--- config.mk ---
export PLATFORM = sky130hd
export DESIGN_NAME = css_mcu0_dmi_req_arbiter
export DESIGN_NICKNAME = d
export VERILOG_FILES = /design/src/rtl/css_mcu0_dmi_req_arbiter.sv
export SDC_FILE = /design/constraint.sdc
export NUM_CORES = 1
export LEC_CHECK = 0
export ABC_CLOCK_PERIOD_IN_PS = 4300
export BUFFER_PORTS_ARGS = -buffer_cell sky130_fd_sc_hd__buf_2
export CAP_MARGIN = 5
export CORE_ASPECT_RATIO = 2
export CORE_UTILIZATION = 46
export CTS_BUF_LIST = sky130_fd_sc_hd__clkbuf_16
export CTS_CLUSTER_DIAMETER = 50
export DETAILED_ROUTE_END_ITERATION = 16
export GPL_TIMING_DRIVEN = 0
export PLACE_DENSITY_LB_ADDON = 0.08
export SLEW_MARGIN = 10
export SYNTH_ARGS = -nofsm -noshare
export SYNTH_HDL_FRONTEND = slang
export SYNTH_SLANG_ARGS = --single-unit
--- constraint.sdc ---
create_clock -name clk -period 4.3 [get_ports clk]
set_input_delay 0.43 -clock clk [delete_from_list [all_inputs] [get_ports clk]]
set_output_delay 0.43 -clock clk [all_outputs]
set_load 0.005 [all_outputs]
--- src/rtl/css_mcu0_dmi_req_arbiter.sv ---
// Round-robin share of the core DM register port between JTAG DMI (port 0) and the SoC mailbox (port 1); optional grant lock under CSS_MCU0_DMI_ARB_LOCK_EN.
// One access in flight: accept -> reg_en next cycle -> rsp pulse 2+RD_LATENCY cycles after accept; ready is low outside IDLE.
module css_mcu0_dmi_req_arbiter #(
  parameter int RD_LATENCY = 1
) (
  input  logic        clk,
  input  logic        rst,
  input  logic        req0_valid,
  output logic        req0_ready,
  input  logic        req0_write,
  input  logic [6:0]  req0_addr,
  input  logic [31:0] req0_wdata,
  input  logic        req0_lock,
  output logic        rsp0_valid,
  output logic [31:0] rsp0_rdata,
  input  logic        req1_valid,
  output logic        req1_ready,
  input  logic        req1_write,
  input  logic [6:0]  req1_addr,
  input  logic [31:0] req1_wdata,
  input  logic        req1_lock,
  output logic        rsp1_valid,
  output logic [31:0] rsp1_rdata,
  output logic        reg_en,
  output logic        reg_wr_en,
  output logic [6:0]  reg_wr_addr,
  output logic [31:0] reg_wr_data,
  input  logic [31:0] rd_data
);

  if (RD_LATENCY < 1 || RD_LATENCY > 7) begin : g_bad_latency
    $error("RD_LATENCY must be in 1..7");
  end

  typedef enum logic [1:0] {IDLE, ISSUE, WAIT, RESP} state_e;

  state_e      state_q, state_d;
  logic [2:0]  lat_cnt_q, lat_cnt_d;
  logic        port_q, port_d;
  logic        write_q, write_d;
  logic [6:0]  addr_q, addr_d;
  logic [31:0] wdata_q, wdata_d;
  logic        last_grant_q, last_grant_d;
  logic [31:0] rdata0_q, rdata0_d;
  logic [31:0] rdata1_q, rdata1_d;
  logic        any_vld;
  logic        pick1;

`ifdef CSS_MCU0_DMI_ARB_LOCK_EN
  logic lock_q, lock_d;
  logic holder_vld;

  assign holder_vld = port_q ? req1_valid : req0_valid;

  always_ff @(posedge clk or posedge rst) begin
    if (rst) lock_q <= 1'b0;
    else     lock_q <= lock_d;
  end
`else
  logic unused_lock;
  assign unused_lock = req0_lock | req1_lock;
`endif

  always_comb begin
    state_d      = state_q;
    lat_cnt_d    = lat_cnt_q;
    port_d       = port_q;
    write_d      = write_q;
    addr_d       = addr_q;
    wdata_d      = wdata_q;
    last_grant_d = last_grant_q;
    rdata0_d     = rdata0_q;
    rdata1_d     = rdata1_q;
    req0_ready   = 1'b0;
    req1_ready   = 1'b0;
    rsp0_valid   = 1'b0;
    rsp1_valid   = 1'b0;
    reg_en       = 1'b0;
    reg_wr_en    = 1'b0;
    any_vld      = req0_valid | req1_valid;
    pick1        = req1_valid & (~req0_valid | ~last_grant_q);
`ifdef CSS_MCU0_DMI_ARB_LOCK_EN
    lock_d = lock_q;
    // A held lock pins arbitration to the holder while it keeps asking
    if (lock_q && holder_vld) begin
      pick1 = port_q;
    end
`endif

    unique case (state_q)
      IDLE: begin
`ifdef CSS_MCU0_DMI_ARB_LOCK_EN
        if (lock_q && !holder_vld) lock_d = 1'b0;
`endif
        if (any_vld) begin
          req0_ready = ~pick1;
          req1_ready = pick1;
          port_d     = pick1;
          write_d    = pick1 ? req1_write : req0_write;
          addr_d     = pick1 ? req1_addr  : req0_addr;
          wdata_d    = pick1 ? req1_wdata : req0_wdata;
`ifdef CSS_MCU0_DMI_ARB_LOCK_EN
          lock_d     = pick1 ? req1_lock  : req0_lock;
`endif
          state_d    = ISSUE;
        end
      end
      ISSUE: begin
        reg_en    = 1'b1;
        reg_wr_en = write_q;
        lat_cnt_d = 3'(RD_LATENCY - 1);
        state_d   = WAIT;
      end
      WAIT: begin
        if (lat_cnt_q == 3'd0) begin
          if (port_q) rdata1_d = write_q ? 32'd0 : rd_data;
          else        rdata0_d = write_q ? 32'd0 : rd_data;
          state_d = RESP;
        end else begin
          lat_cnt_d = lat_cnt_q - 3'd1;
        end
      end
      RESP: begin
        rsp0_valid   = ~port_q;
        rsp1_valid   = port_q;
        last_grant_d = port_q;
        state_d      = IDLE;
      end
      default: state_d = IDLE;
    endcase
  end

  always_ff @(posedge clk or posedge rst) begin
    if (rst) begin
      state_q      <= IDLE;
      lat_cnt_q    <= 3'd0;
      port_q       <= 1'b0;
      write_q      <= 1'b0;
      addr_q       <= 7'd0;
      wdata_q      <= 32'd0;
      last_grant_q <= 1'b1;
      rdata0_q     <= 32'd0;
      rdata1_q     <= 32'd0;
    end else begin
      state_q      <= state_d;
      lat_cnt_q    <= lat_cnt_d;
      port_q       <= port_d;
      write_q      <= write_d;
      addr_q       <= addr_d;
      wdata_q      <= wdata_d;
      last_grant_q <= last_grant_d;
      rdata0_q     <= rdata0_d;
      rdata1_q     <= rdata1_d;
    end
  end

  assign reg_wr_addr = addr_q;
  assign reg_wr_data = wdata_q;
  assign rsp0_rdata  = rdata0_q;
  assign rsp1_rdata  = rdata1_q;

endmodule

==> run_results.csv, run 1 <==
group,metric,value,unit
global_routing,busiest_layer,"met2",
yosys,synth_area,4640,um2
critical_path,crit_slowest_cell,"dfrtp_1",
yosys,synth_edf_count,0,
floorplan,rows,51,
floorplan,die_h,144,um
critical_path,critical_path_arrival,2020,ps
layout,final_nets,809,
pwr,leakagePower,3.37,nW
yosys,avgSynthCellArea,10.4,um2
floorplan,io_pins,227,
drt,wl,12800,um
yosys,netlist.area_leader.share,59.3,%
yosys,synthFlopType,"dfrtp_1",
placed_design,place_inst,805,
layout,fin_cells,821,
timing,fin_skew,8.08,ps
drt,dr.first_iter.drc_count,195,
yosys,synthCells,448,
critical_path,critPathTopFamily,"buffers and inverters",
timing,finalCritPeriodShare,56.9,%
layout,antenna_cells,0,
yosys,ys_top_cells_by_area,"dfrtp_1 59%, o21ai_0 7.0%, nand2_1 6.4%",
run,cap_violations,0,
drt,vias_per_cell,5.13,
global_routing,antenna_found_initial,0,
clock_tree,cts_resized,0,
yosys,synth_cell_types,30,
timing,drv_slew,0,
global_routing,grt_use_total,25.4,%
critical_path,worstPathCellList,"inv_1 -> ha_1 -> nand2_1 -> a21oi_2 -> buf_4 -> buf_2",
yosys,async_flop_share,100,%
drt,wl_per_cell,15.6,um
timing,clock.fmax,409,MHz
drt,postRouteAntennaNets,0,
clock_tree,post_cts_buffers,0,
timing,totalNegativeSetupSlack,0,ps
global_routing,grt_first_pass_wirelength,20500,um
clock_tree,holdBufCountCts,0,
global_routing,use_met2,44.5,%
timing,rsz0062_at_grt,"false",
timing,setup-violations-final,0,
clock_tree,clock-sinks,111,
yosys,ys_ff_latch,111,
layout,drive_gt1_share,37.0,%
floorplan,die-area,10500,um2
yosys,synth.most_common_cell,"dfrtp_1",
layout,fillers,877,
layout,multi_input_area,1690,um2
floorplan,start_util,47.6,%
yosys,synth_nets,573,
critical_path,cp_data_required_time,3870,ps
timing,worst_slew_pin_slew,506,ps
clock_tree,clk_pin_slew,70,ps
critical_path,endpoint_kind,"output pin",
placed_design,gp_congestion,0.789,
critical_path,start_kind,"flop",
global_routing,grt_pass1_vias,4317,
yosys,synth_commonest_cells,"110 x dfrtp_1, 79 x nand2_1, 65 x o21ai_0, 33 x nand2b_1",
clock_tree,cts_tree,"built",
clock_tree,clk_latency,340,ps
drt,drt_first_pass_iters,4,
yosys,yosysSeqAreaShare,59.8,%
clock_tree,numCtsBuffers,9,
pwr,power_density,688,nW/um2
global_routing,grt_max_degree,91,
floorplan,coreArea,9760,um2
placed_design,io_buffers,224,
global_routing,grt-ovfl-total,0,
placed_design,dp_hpwl,9720,um
drt,vias,4214,
drt,drc,0,
yosys,yosysTopAreaCell,"dfrtp_1",
clock_tree,root_buffer,"clkbuf_16",
yosys,yosysWarningCount,0,
clock_tree,clock_path_buffers,2,
critical_path,worst-setup-path-type,"flop to output pin",
global_routing,met1_usage,28.6,%
floorplan,die_w,73.0,um
timing,hold_viol,0,
layout,area_delta_synth_final,34.8,%
clock_tree,h-tree-depth,3,
status,status,"finished clean",
timing,fin_crit,2450,ps
critical_path,worst-path-buf-inv,3,
critical_path,crit_fanout,10,
global_routing,grtUsageMet3,5.92,%
layout,regArea,2780,um2
critical_path,max_stage_delay,430,ps
pwr,ir_drop,0.357,mV
timing,timing.slew.headroom,66.3,%
hold_path,min_path_type,"input pin to asynchronous set/reset pin",
==> area by class of cell <==
| cell class | instances | share of cell area [%] |
|---|---|---|
| Sequential cell | 111 | 44.4 |
| Multi-Input combinational cell | 298 | 27.0 |
| Timing Repair Buffer | 225 | 18.3 |
| Clock buffer | 9 | 3.60 |
| Tap cell | 132 | 2.64 |
| Buffer | 31 | 2.28 |
| Clock inverter | 7 | 1.16 |
| Inverter | 8 | 0.560 |
==> layout by cell type, fill, tap and decap left out, types with 2 or more instances in the layout <==
cell        synthesis  final
buf_2               6    230
dfrtp_1           110    110
nand2_1            79     79
o21ai_0            65     65
nand2b_1           33     33
and3_1             27     27
a221o_1            27     27
a21oi_1            27     27
clkbuf_1           21     21
nor2_1             14     14
clkbuf_16           0      9
inv_1               8      7
ha_1                7      7
and2_1              3      3
buf_4               3      3
a21o_1              2      2
o2bb2ai_1           2      2
clkinvlp_4          0      2
clkinv_1            0      2
==> routing by layer <==
layer	vias to the layer above	routed length [um]
met5	-	0
met4	0	404
met3	27	778
met2	165	6880
met1	2000	4770
li1	2022	-
==> cells by family after synthesis <==
| kind of cell | count (synthesis) | share of synthesized area (%) |
|---|---|---|
| flip-flops | 111 | 59.8 |
| adder cells (fa/ha/maj) | 7 | 1.89 |
| buffers and inverters | 39 | 3.72 |
| AO/OA/AOI/OAI | 130 | 17.7 |
| AND/OR/NAND/NOR | 160 | 16.6 |
| multiplexers | 1 | 0.243 |
==> state kept, by name (all words and copies together), names as in the netlist <==
name and count:
last_grant_q 1, rsp0_rdata 32, port_q 1, state_q 2
write_q 1, reg_wr_addr 7, rsp1_rdata 32, lat_cnt_q 3
reg_wr_data 32
==> where the power goes <==
| group | total (W) | leakage (nW) | internal [W] | switching, W |
|---|---|---|---|---|
| Clock | 0.000830 | 0.139 | 0.000453 | 0.000377 |
| Combinational | 0.00171 | 1.84 | 0.000789 | 0.000923 |
| Sequential | 0.00176 | 1.39 | 0.00151 | 0.000256 |
==> final timing paths <==
kind / to / from / depth (start not counted) / slack [ps]
max in group asynchronous: reg_wr_data[7] / rst / 3 / 3570
min: rsp1_rdata[27] / rst / 2 / 20
max reg2reg: rsp1_rdata[5] / state_q[0] / 7 / 2350
max: req0_ready / state_q[0] / 6 / 1850
min reg2reg: rsp0_rdata[17] / rsp0_rdata[17] / 2 / 480
min in group clk: reg_wr_data[20] / req0_wdata[20] / 2 / 310
==> stage by stage <==
stage | instance area [um2] | hold WS (ps) | setup WS [ps] | total power, W | util [%]
global route | 6260 | 22.4 | 1690 | 0.00465 | 64.1
global placement | 5930 | 457 | -219 | 0.00343 | 60.7
finish | 6260 | 15.7 | 1850 | 0.00431 | 64.1
detailed placement | 5960 | 389 | 2250 | 0.00351 | 61.1
floorplan | 4640 | 456 | 941 | 0.00269 | -
CTS | 6260 | 18.0 | 1830 | 0.00436 | 64.1
Power figures use the tool's default switching activity.
==> inputs of run 2 (changes only) <==
--- a/config.mk
+++ b/config.mk
@@ -5,7 +5,7 @@
 export SDC_FILE = /design/constraint.sdc
 export NUM_CORES = 1
 export LEC_CHECK = 0
-export ABC_CLOCK_PERIOD_IN_PS = 4300
+export ABC_CLOCK_PERIOD_IN_PS = 2500
 export BUFFER_PORTS_ARGS = -buffer_cell sky130_fd_sc_hd__buf_2
 export CAP_MARGIN = 5
 export CORE_ASPECT_RATIO = 2
==> constraint.sdc (replaced) <==
create_clock -name clk -period 2.5 [get_ports clk]
set_input_delay 0.25 -clock clk [delete_from_list [all_inputs] [get_ports clk]]
set_output_delay 0.25 -clock clk [all_outputs]
set_load 0.005 [all_outputs]
==> run 2 against run 1 <==
Sequential power rose by 72%. Register-to-register slack got worse by 1800 ps. Non-clock buffer count grew 1. Final area grew 0.28%. Clock-buffer cell count is the same. Global-route usage fell by 0.45 points. Sequential cell count did not move. Critical path depth unchanged. Hold slack better by 38 ps. Largest cell class unchanged. Largest power group unchanged.
==> run_results.csv, run 2 (same netlist as run 1, synthesis figures left out) <==
group,metric,value,unit
hold_path,min_path_type,"input pin to asynchronous set/reset pin",
critical_path,worst-path-buf-inv,3,
clock_tree,cts_resized,0,
pwr,ir_drop,0.582,mV
drt,drt_first_pass_iters,4,
floorplan,die_w,73.0,um
critical_path,path_depth,6,
layout,fin_cells,824,
critical_path,r2r-end,"rsp0_rdata[26]",
drt,wl_per_cell,15.4,um
timing,setup-violations-final,0,
critical_path,critPathTopFamily,"buffers and inverters",
timing,fin_crit,2190,ps
critical_path,critical_path_arrival,1940,ps
critical_path,start_kind,"flop",
critical_path,max_stage_delay,420,ps
global_routing,grt_max_degree,40,
placed_design,gp_congestion,0.806,
timing,hold_viol,0,
floorplan,die-area,10500,um2
clock_tree,root_buffer,"clkbuf_16",
pwr,power_density,1180,nW/um2
floorplan,start_util,47.6,%
timing,worst_slew_pin_slew,824,ps
global_routing,antenna_found_initial,0,
layout,layout_commonest_cell,"buf_2",
drt,vias_per_cell,5.12,
clock_tree,numCtsBuffers,9,
clock_tree,h-tree-depth,3,
critical_path,crit_fanout,10,
floorplan,io_pins,227,
layout,multi_input_area,1690,um2
pwr,leakagePower,3.37,nW
global_routing,grt_first_pass_wirelength,20100,um
clock_tree,holdBufCountCts,0,
timing,fin_skew,8.61,ps
status,status,"finished clean",
critical_path,worstPathCellList,"inv_1 -> ha_1 -> nand2_1 -> a21oi_2 -> buf_4 -> buf_2",
clock_tree,clock-sinks,111,
timing,drv_slew,0,
drt,vias,4222,
drt,dr.first_iter.drc_count,244,
layout,drive_gt1_share,37.2,%
critical_path,worst-setup-path-type,"flop to output pin",
clock_tree,clk_pin_slew,70,ps
timing,totalNegativeSetupSlack,0,ps
critical_path,endpoint_kind,"output pin",
critical_path,cp-startpoint,"state_q[0]",
clock_tree,clock_path_buffers,2,
placed_design,place_inst,806,
layout,fillers,885,
layout,final_cell_mix,"230 x buf_2, 110 x dfrtp_1, 79 x nand2_1, 65 x o21ai_0, 33 x nand2b_1",
critical_path,reg2reg_from,"lat_cnt_q[0]",
drt,drc,0,
timing,clock.fmax,456,MHz
timing,holdWs,54.0,ps
drt,wl,12700,um
critical_path,cp_data_required_time,2250,ps
layout,area_delta_synth_final,35.2,%
global_routing,grt-ovfl-total,0,
floorplan,rows,51,
critical_path,r2r_slack,580,ps
timing,timing.slew.headroom,45.0,%
clock_tree,post_cts_buffers,0,
critical_path,crit_slowest_cell,"dfrtp_1",
floorplan,die_h,144,um
placed_design,dp_hpwl,9760,um
layout,final_nets,810,
drt,postRouteAntennaNets,0,
global_routing,grt_pass1_vias,4261,
clock_tree,cts_tree,"built",
clock_tree,clk_latency,350,ps
global_routing,grt_use_total,25.0,%
run,cap_violations,0,
layout,regArea,2780,um2
timing,rsz0062_at_grt,"false",
critical_path,r2r_cells,6,
floorplan,coreArea,9760,um2
timing,finalCritPeriodShare,87.8,%
placed_design,io_buffers,224,
run 2: changes by cell type in the layout (fill, tap and decap cells not counted):
| cell | before | now |
|---|---|---|
| inv_6 | 1 | 0 |
| buf_12 | 0 | 2 |
| buf_16 | 1 | 0 |
| inv_1 | 7 | 8 |
| clkinv_1 | 2 | 0 |
| diode_2 | 0 | 2 |
| clkinvlp_4 | 2 | 3 |
| clkinv_2 | 0 | 1 |
run 2: worst max-delay path by stage:
stage                            endpoint  slack (ps)
after floorplan              lat_cnt_q[0]         910
after CTS                      req0_ready         280
after global placement    reg_wr_data[17]         220
final                          req0_ready         310
after global routing           req0_ready          80
after detailed placement   rsp0_rdata[26]         570
run 2: metrics by stage:
stage / area (um2) / setup slack, ps / total power, W / util, %
2_1_floorplan: 4650 / 907 / 0.00462 / -
3_3_place_gp: 5930 / 223 / 0.00591 / 60.8
3_5_place_dp: 5970 / 571 / 0.00604 / 61.2
4_1_cts: 6270 / 281 / 0.00749 / 64.2
5_1_grt: 6270 / 81.6 / 0.00800 / 64.2
6_report: 6280 / 305 / 0.00740 / 64.3
run 2: final cells by class:
| cell class | instances | area share, % |
|---|---|---|
| inverters | 8 | 0.538 |
| clock inverters | 7 | 1.18 |
| plain buffers | 31 | 2.27 |
| diodes | 2 | 0.0797 |
| flip-flops and latches | 111 | 44.3 |
| multi-input cells | 298 | 26.9 |
| well taps | 132 | 2.63 |
| clock buffers | 9 | 3.59 |
| repair buffers | 226 | 18.5 |
run 2: worst register-to-register path: stages, from the launching register on:
cell and delay [ps]:
dfrtp_1 370, inv_1 60, ha_1 200, ha_1 230, nand3b_1 330, clkbuf_1 440, o21ai_0 160
run 2: metal layers:
metal / GRT usage [%] / vias up / wire length, um
met5: 0 / - / 0
met4: 10.8 / 0 / 274
met3: 5.78 / 20 / 771
met2: 45.5 / 158 / 7130
met1: 26.8 / 2022 / 4550
li1: - / 2022 / -
run 2: power by group:
part,internal (W),switching [W]
Combinational,0.00136,0.00158
Clock,0.000781,0.000651
Sequential,0.00259,0.000436
Total,0.00473,0.00267
==> inputs of run 3 (changes only) <==
--- a/config.mk
+++ b/config.mk
@@ -9,7 +9,7 @@
 export BUFFER_PORTS_ARGS = -buffer_cell sky130_fd_sc_hd__buf_2
 export CAP_MARGIN = 5
 export CORE_ASPECT_RATIO = 2
-export CORE_UTILIZATION = 46
+export CORE_UTILIZATION = 30
 export CTS_BUF_LIST = sky130_fd_sc_hd__clkbuf_16
 export CTS_CLUSTER_DIAMETER = 50
 export DETAILED_ROUTE_END_ITERATION = 16
==> run 3 against run 2 <==
Sequential cell count stayed put. Non-clock buffer count increased by 2. Final area grew 1.7%. Critical endpoint unchanged. Global-route usage shrank 6.6 points. Highest routed layer is now met5. Clock-buffer cell count unchanged. Largest power group unchanged. Utilization is 22 points lower. Cell count is 8.0% higher. Clock skew barely moved.
==> run_results.csv, run 3 (same netlist as run 1, synthesis figures left out) <==
group,metric,value,unit
floorplan,start_util,30.5,%
global_routing,grt-ovfl-total,0,
drt,vias,4227,
timing,worst_slew_pin_slew,537,ps
timing,fin_crit,2270,ps
layout,final_nets,812,
critical_path,critical_path_arrival,2020,ps
placed_design,gp_congestion,0.770,
global_routing,grt_max_degree,36,
layout,final_cell_mix,"230 x buf_2, 110 x dfrtp_1, 79 x nand2_1, 65 x o21ai_0, 33 x nand2b_1",
layout,antenna_cells,0,
timing,fin_skew,8.32,ps
timing,drv_slew,0,
layout,regArea,2780,um2
drt,postRouteAntennaNets,0,
clock_tree,cts_tree,"built",
clock_tree,numCtsBuffers,9,
critical_path,endpoint_kind,"output pin",
floorplan,die_h,178,um
placed_design,dp_hpwl,10900,um
status,status,"finished clean",
pwr,leakagePower,3.39,nW
layout,fin_util,42.0,%
floorplan,die_w,90.0,um
critical_path,worst-setup-path-type,"flop to output pin",
global_routing,antenna_found_initial,2,
timing,rsz0062_at_grt,"false",
layout,drive_gt1_share,37.3,%
layout,fillers,1599,
hold_path,min_path_cells,3,
critical_path,r2r_cells,6,
timing,finalCritPeriodShare,90.7,%
layout,area_delta_synth_final,37.5,%
critical_path,cp_data_required_time,2250,ps
drt,wl,14100,um
placed_design,placed_cell_area,6080,um2
timing,setup-violations-final,0,
drt,drc,0,
timing,totalNegativeSetupSlack,0,ps
clock_tree,root_buffer,"clkbuf_16",
floorplan,io_pins,227,
floorplan,die-area,16000,um2
clock_tree,clock_path_buffers,2,
hold_path,min_path_type,"input pin to flop",
clock_tree,clock-sinks,111,
timing,timing.slew.headroom,64.2,%
timing,clock.fmax,441,MHz
drt,drt_first_pass_iters,4,
clock_tree,post_cts_buffers,0,
timing,hold_viol,0,
layout,final_area,6380,um2
drt,wl_per_cell,15.9,um
clock_tree,clk_latency,360,ps
critical_path,start_kind,"flop",
placed_design,io_buffers,224,
clock_tree,clk_pin_slew,80,ps
drt,dr.first_iter.drc_count,96,
global_routing,grt_first_pass_wirelength,22800,um
floorplan,coreArea,15200,um2
pwr,ir_drop,0.420,mV
layout,layout_commonest_cell,"buf_2",
layout,multi_input_area,1690,um2
global_routing,grt_pass1_vias,4404,
critical_path,crit_fanout,10,
floorplan,rows,64,
global_routing,grt_use_total,18.4,%
clock_tree,cts_resized,0,
pwr,power_density,1170,nW/um2
run,cap_violations,0,
clock_tree,h-tree-depth,3,
drt,vias_per_cell,4.75,
[run 3: cell count changes in the layout (fill, tap and decap cells not counted)]
cell and change:
clkinv_4 +1, inv_8 -1, buf_12 +1, clkinv_1 +1, dlygate4sd3_1 +1, inv_1 -1
clkinvlp_4 -1, diode_2 -2, inv_6 +1
[run 3: layout make-up]
cell class	instances	share of cell area, %
plain buffers	31	2.23
inverters	8	0.529
clock inverters	7	1.14
well taps	198	3.88
flip-flops and latches	111	43.5
repair buffers	228	18.7
multi-input cells	298	26.5
clock buffers	9	3.53
[run 3: path summary, 6_finish.rpt]
kind	endpoint	startpoint	slack (ps)
worst max-delay path	req0_ready	state_q[1]	230
worst min-delay path	reg_wr_addr[1]	req0_addr[1]	120
worst max register to register	rsp1_rdata[14]	state_q[0]	560
worst min register to register	rsp1_rdata[13]	rsp1_rdata[13]	470
max in group asynchronous	rsp1_rdata[5]	rst	1370
min in group asynchronous	reg_wr_data[27]	rst	400
[run 3: critical path, cell delays in order, from the launching register on]
cell and delay, ps:
dfrtp_1 410, inv_1 110, ha_1 240, nand2_1 80, a21oi_2 420, buf_4 270
buf_2 130
[run 3: per-stage QoR]
step	cells	worst slack (ps)	power (W)	hold WS, ps
finish	890	232	0.00746	116
global route	890	70.1	0.00810	103
CTS	890	183	0.00761	102
detailed placement	873	498	0.00612	239
global placement	870	64.2	0.00602	459
floorplan	448	907	0.00462	379
[run 3: what timing repair did]
| item | CTS | global route |
|---|---|---|
| endpoints found under the setup margin | 0 | 0 |
| endpoints found under the hold margin | 9 | 0 |
| hold buffers | 1 | 0 |
[run 3: layer usage]
layer / track usage [%] / wire length (um)
met4: 6.85 / 272
met1: 19.5 / 5250
met3: 4.84 / 855
met5: 0 / 16
met2: 34.4 / 7740
[run 3: report_power, final]
group | leakage (nW) | switching (W) | internal (W) | total (W)
registers | 1.39 | 0.000438 | 0.00259 | 0.00303
logic | 1.86 | 0.00161 | 0.00136 | 0.00297
clock network | 0.143 | 0.000682 | 0.000780 | 0.00146
